$ cat src/rtl/serial_const_divider_if.sv
// Handshake bundle for serial_const_divider: start/operands in, status and result out.
// The divider sits on the slave modport and the requester on the master modport.
interface serial_const_divider_if #(
    parameter int WIDTH = 8
);
    logic             start;
    logic [WIDTH-1:0] x;
    logic [3:0]       rin;
    logic             busy;
    logic             done;
    logic [WIDTH-1:0] q;
    logic [3:0]       r;
    logic             err;

    modport master (
        output start, x, rin,
        input  busy, done, q, r, err
    );

    modport slave (
        input  start, x, rin,
        output busy, done, q, r, err
    );
endinterface

$ cat src/rtl/serial_const_divider.sv
// Bit-serial restoring divider by a small constant: one dividend bit per clock, MSB first,
// with a carry-in remainder so long dividends can be processed in WIDTH-bit chunks.
module serial_const_divider #(
    parameter int WIDTH   = 8,
    parameter int DIVISOR = 3
) (
    input  logic                 clk,
    input  logic                 reset,
    serial_const_divider_if.slave bus
);
    generate
        if (DIVISOR < 2 || DIVISOR > 15) begin : g_bad_divisor
            $error("serial_const_divider: DIVISOR must be in 2..15");
        end
        if (WIDTH < 2 || WIDTH > 32) begin : g_bad_width
            $error("serial_const_divider: WIDTH must be in 2..32");
        end
    endgenerate

    localparam int             CW   = $clog2(WIDTH);
    localparam logic [CW-1:0]  LAST = CW'(WIDTH - 1);
    localparam logic [3:0]     DIV4 = 4'(DIVISOR);
    localparam logic [4:0]     DIV5 = 5'(DIVISOR);

    typedef enum logic [1:0] {IDLE, RUN, DONE} state_t;

    state_t           state_reg;
    logic [WIDTH-1:0] sh_reg;
    logic [WIDTH-1:0] q_reg;
    logic [3:0]       rem_reg;
    logic [CW-1:0]    cnt_reg;
    logic             busy_reg;
    logic             done_reg;
    logic             err_reg;

    logic [4:0] step_t;
    logic [4:0] step_diff;
    logic       step_qbit;
    logic [3:0] step_rem;

    // One restoring step: t = 2*rem + next dividend bit; rem < DIVISOR keeps t within 5 bits.
    always_comb begin
        step_t    = {rem_reg, sh_reg[WIDTH-1]};
        step_diff = step_t - DIV5;
        step_qbit = (step_t >= DIV5);
        step_rem  = step_qbit ? step_diff[3:0] : step_t[3:0];
    end

    always_ff @(posedge clk or posedge reset) begin
        if (reset) begin
            state_reg <= IDLE;
            sh_reg    <= '0;
            q_reg     <= '0;
            rem_reg   <= '0;
            cnt_reg   <= '0;
            busy_reg  <= 1'b0;
            done_reg  <= 1'b0;
            err_reg   <= 1'b0;
        end else begin
            done_reg <= 1'b0;
            err_reg  <= 1'b0;
            case (state_reg)
                IDLE, DONE: begin
                    if (bus.start) begin
                        q_reg   <= '0;
                        rem_reg <= bus.rin;
                        if (bus.rin >= DIV4) begin
                            // Carry-in already too large: report it without running.
                            state_reg <= DONE;
                            busy_reg  <= 1'b0;
                            done_reg  <= 1'b1;
                            err_reg   <= 1'b1;
                        end else begin
                            state_reg <= RUN;
                            sh_reg    <= bus.x;
                            cnt_reg   <= '0;
                            busy_reg  <= 1'b1;
                        end
                    end else begin
                        state_reg <= IDLE;
                        busy_reg  <= 1'b0;
                    end
                end
                RUN: begin
                    sh_reg  <= {sh_reg[WIDTH-2:0], 1'b0};
                    q_reg   <= {q_reg[WIDTH-2:0], step_qbit};
                    rem_reg <= step_rem;
                    cnt_reg <= cnt_reg + 1'b1;
                    if (cnt_reg == LAST) begin
                        state_reg <= DONE;
                        busy_reg  <= 1'b0;
                        done_reg  <= 1'b1;
                    end
                end
                default: begin
                    state_reg <= IDLE;
                    busy_reg  <= 1'b0;
                end
            endcase
        end
    end

    assign bus.busy = busy_reg;
    assign bus.done = done_reg;
    assign bus.err  = err_reg;
    assign bus.q    = q_reg;
    assign bus.r    = rem_reg;
endmodule

$ cat src/flat_wrapper.sv
// flat-port wrapper written by rule: the top's interface ports become plain ports
module serial_const_divider_flat 
#(
    parameter int WIDTH   = 8,
    parameter int DIVISOR = 3
)
  (clk, reset, bus_start, bus_x, bus_rin, bus_busy, bus_done, bus_q, bus_r, bus_err);
  serial_const_divider_if #(.WIDTH(WIDTH)) bus_i ();
  input  logic clk;
  input  logic reset;
  input wire logic [$bits(bus_i.start)-1:0] bus_start;
  input wire logic [$bits(bus_i.x)-1:0] bus_x;
  input wire logic [$bits(bus_i.rin)-1:0] bus_rin;
  output wire logic [$bits(bus_i.busy)-1:0] bus_busy;
  output wire logic [$bits(bus_i.done)-1:0] bus_done;
  output wire logic [$bits(bus_i.q)-1:0] bus_q;
  output wire logic [$bits(bus_i.r)-1:0] bus_r;
  output wire logic [$bits(bus_i.err)-1:0] bus_err;
  assign bus_i.start = bus_start;
  assign bus_i.x = bus_x;
  assign bus_i.rin = bus_rin;
  assign bus_busy = bus_i.busy;
  assign bus_done = bus_i.done;
  assign bus_q = bus_i.q;
  assign bus_r = bus_i.r;
  assign bus_err = bus_i.err;
  serial_const_divider #(.WIDTH(WIDTH), .DIVISOR(DIVISOR)) u_core (.clk(clk), .reset(reset), .bus(bus_i));
endmodule
$ cat config.mk
export PLATFORM = sky130hd
export DESIGN_NAME = serial_const_divider_flat
export DESIGN_NICKNAME = d
export VERILOG_FILES = /design/src/rtl/serial_const_divider_if.sv /design/src/rtl/serial_const_divider.sv /design/src/flat_wrapper.sv
export SDC_FILE = /design/constraint.sdc
export NUM_CORES = 1
export LEC_CHECK = 0
export CAP_MARGIN = 5
export CORE_MARGIN = 2
export CORE_UTILIZATION = 30
export DETAILED_ROUTE_END_ITERATION = 8
export DONT_BUFFER_PORTS = 1
export PLACE_DENSITY = 0.49
export SYNTH_ARGS = -nofsm -noshare
export SYNTH_HDL_FRONTEND = slang
export SYNTH_SLANG_ARGS = --single-unit
$ cat constraint.sdc
create_clock -name clk -period 1.35 [get_ports clk]
set_input_delay 0.27 -clock clk [delete_from_list [all_inputs] [get_ports clk]]
set_output_delay 0.27 -clock clk [all_outputs]
set_load 0.005 [all_outputs]
==> impl_metrics.yaml <==
run_status:
  status: "finished, final reports clean"
setup_path:
  worstSetupStartpointType: "flip-flop"
  critPathRequiredTime_ps: 1550
  crit_path_cell_trace: "ha_2 > nor4_4 > and3_1 > a2bb2oi_2"
  setup.worst_path.start: "u_core.bus.r[0]"
  cp-end-kind: "flip-flop"
  ff2ff_path_depth: 4
  arrival_ps: 1530
  path_delay_family: "simple AND/OR/NAND/NOR gates"
  slowest_stage: "dfrtp_1"
  cp_max_fo: 5
  critical_path.max_stage_delay_ps: 390
  r2r_setup_slack_ps: 20
  crit_buf_inv: 0
  r2r_end: "u_core.bus.r[0]"
  criticalPathCategory: "flip-flop to flip-flop"
  r2r_start: "u_core.bus.r[0]"
  crit_end: "u_core.bus.r[0]"
  cp_num_cells: 4
die:
  dieArea_um2: 5140
  die_x_um: 71.7
  io-pin-count: 30
  die_height_um: 71.7
  core_area_um2: 4380
  rows: 24
  start_util_pct: 31.3
placed_design:
  dp.cells: 186
  place.gp.congestion: 0.749
  port_buffers: 0
  dp_hpwl_um: 2150
pwr:
  p_leak_nw: 0.719
  p_per_area_nw_per_um2: 1670
  fin_total_pwr_mw: 2.59
  vdd_drop_max_mv: 0.698
min_path:
  min_from: "bus_x[0]"
  hold_path_depth: 2
  hp-class: "primary input to flip-flop"
sta:
  timing.fmax_mhz: 754
  worst_hold_slack_ps: 146
  clock_skew_ps: 1.99
  setup_viol: 0
  relSlewSlack_pct: 76.2
  fin_crit_sh_pct: 98.2
  finalMaxSlewViolations: 0
  hold_viol: 0
  tightest_slew_ps: 357
  post-route-min-period_ps: 1330
  final.setup.tns_ps: 0
  rsz0062_at_grt: "true"
synth:
  synthArstFlopShare_pct: 100
  synth_nets: 146
  synth.mux.area_fraction_pct: 1.46
  synth_top_cell_area_share_pct: 51.0
  synth-adder-area-share_pct: 2.73
  syn_area_um2: 1370
  ys_seq_area_share_pct: 51.0
  netlist_top_cells_area: "dfrtp_1, nand2_1, o211ai_2"
  synth_top_family_by_area: "compound AO/OA/AOI/OAI gates"
  syn_area_per_cell_um2: 10.7
  synth_common_cells: "dfrtp_1, nand2_1, nand3_1, a22o_1"
  yosys_warnings: 0
  yosys.area_share.simple_pct: 17.1
  synth_top_area_cell: "dfrtp_1"
  synth_xor_area_share_pct: 0
  ys_ff_latch: 28
  synth_edf_count: 0
  synthCells: 128
  yosysUniqueCellTypes: 35
  synth-compound-area-share_pct: 23.6
  yosysMostFrequentCell: "dfrtp_1"
  synthFlopType: "dfrtp_1"
drt:
  drc: 0
  drt-total-wl_um: 2900
  drtIter0Drc: 63
  drtPass1Iterations: 4
  wl_per_cell_um: 15.3
  num_vias: 1001
  post_drt_via_cell_ratio: 5.27
  ant_nets: 0
cts:
  clk_pin_slew_worst_paths_ps: 80
  clock_sinks: 28
  cts_tree: "done"
  cts_root_buffer: "clkbuf_8"
  clk_latency_ps: 270
  post_cts_buffers: 0
  h-tree-depth: 1
  cts_buffers: 3
  cts_buffer_depth: 2
final_layout:
  area_delta_synth_final_pct: 13.2
  multi_input_area_um2: 637
  drive_gt1_share_pct: 23.9
  fin_cells: 190
  diodes: 0
  nets: 158
  ff_latch_area_um2: 701
  fin_util_pct: 35.5
  nFillCells: 447
global_routing:
  grt_overflow: 0
  grt_util_all_layers_pct: 12.2
  grt_pass1_vias: 1043
  grt_antenna_before_repair: 0
  grt_max_degree: 29
  grt_pass1_wl_um: 4970
flow_run:
  cap_violations: 0
cell usage in the layout, fill, tap and decap left out, drive strengths merged, types with 4 or more instances in the layout:
| cell | n |
|---|---|
| nor2 | 5 |
| dfrtp | 28 |
| a21oi | 5 |
| a21o | 4 |
| nand3 | 9 |
| nand2 | 22 |
| o21ai | 6 |
| o211ai | 7 |
| buf | 12 |
| a22o | 7 |
through the flow:
step           setup WS [ps]  cell area, um^2
2_1_floorplan           32.0             1390
3_3_place_gp            58.1             1500
3_5_place_dp            23.1             1500
4_1_cts                 2.34             1550
5_1_grt                -68.2             1560
6_report                24.2             1560
worst min-delay path by stage:
stage | endpoint | slack [ps]
global route | u_core.sh_reg[0] | 140
floorplan | u_core.bus.busy | 340
global placement | u_core.bus.q[7] | 250
detailed placement | u_core.bus.err | 260
CTS | u_core.sh_reg[0] | 140
finish | u_core.sh_reg[0] | 150
report_power, final:
group	internal [mW]	total (mW)	switching, mW
clock network	0.200	0.437	0.237
logic	0.426	0.872	0.446
registers	1.07	1.28	0.209
cell type report:
type | count | area share, %
inverter | 3 | 0.724
timing repair buffer | 13 | 6.44
clock buffer | 3 | 2.65
multi-input combinational | 91 | 40.9
tap | 52 | 4.18
sequential | 28 | 45.1
cell families after synthesis:
family          count (synthesis)
compound gates                 38
mux                             2
simple gates                   48
buf+inv                         9
flops                          28
fa+ha+maj                       3
repair_timing:
action / CTS / global route
resized for setup: 0 / 4
endpoints found under the hold margin: 28 / 0
hold buffers: 1 / 0
setup endpoints to repair: 0 / 10
metal layers:
layer	GRT usage, %	wire [um]	up-vias
met2	21.5	1510	26
li1	-	-	479
met5	0	0	-
met4	2.52	25	0
met1	14.0	1190	492
met3	4.92	179	4
(Power assumes the default switching activity.)
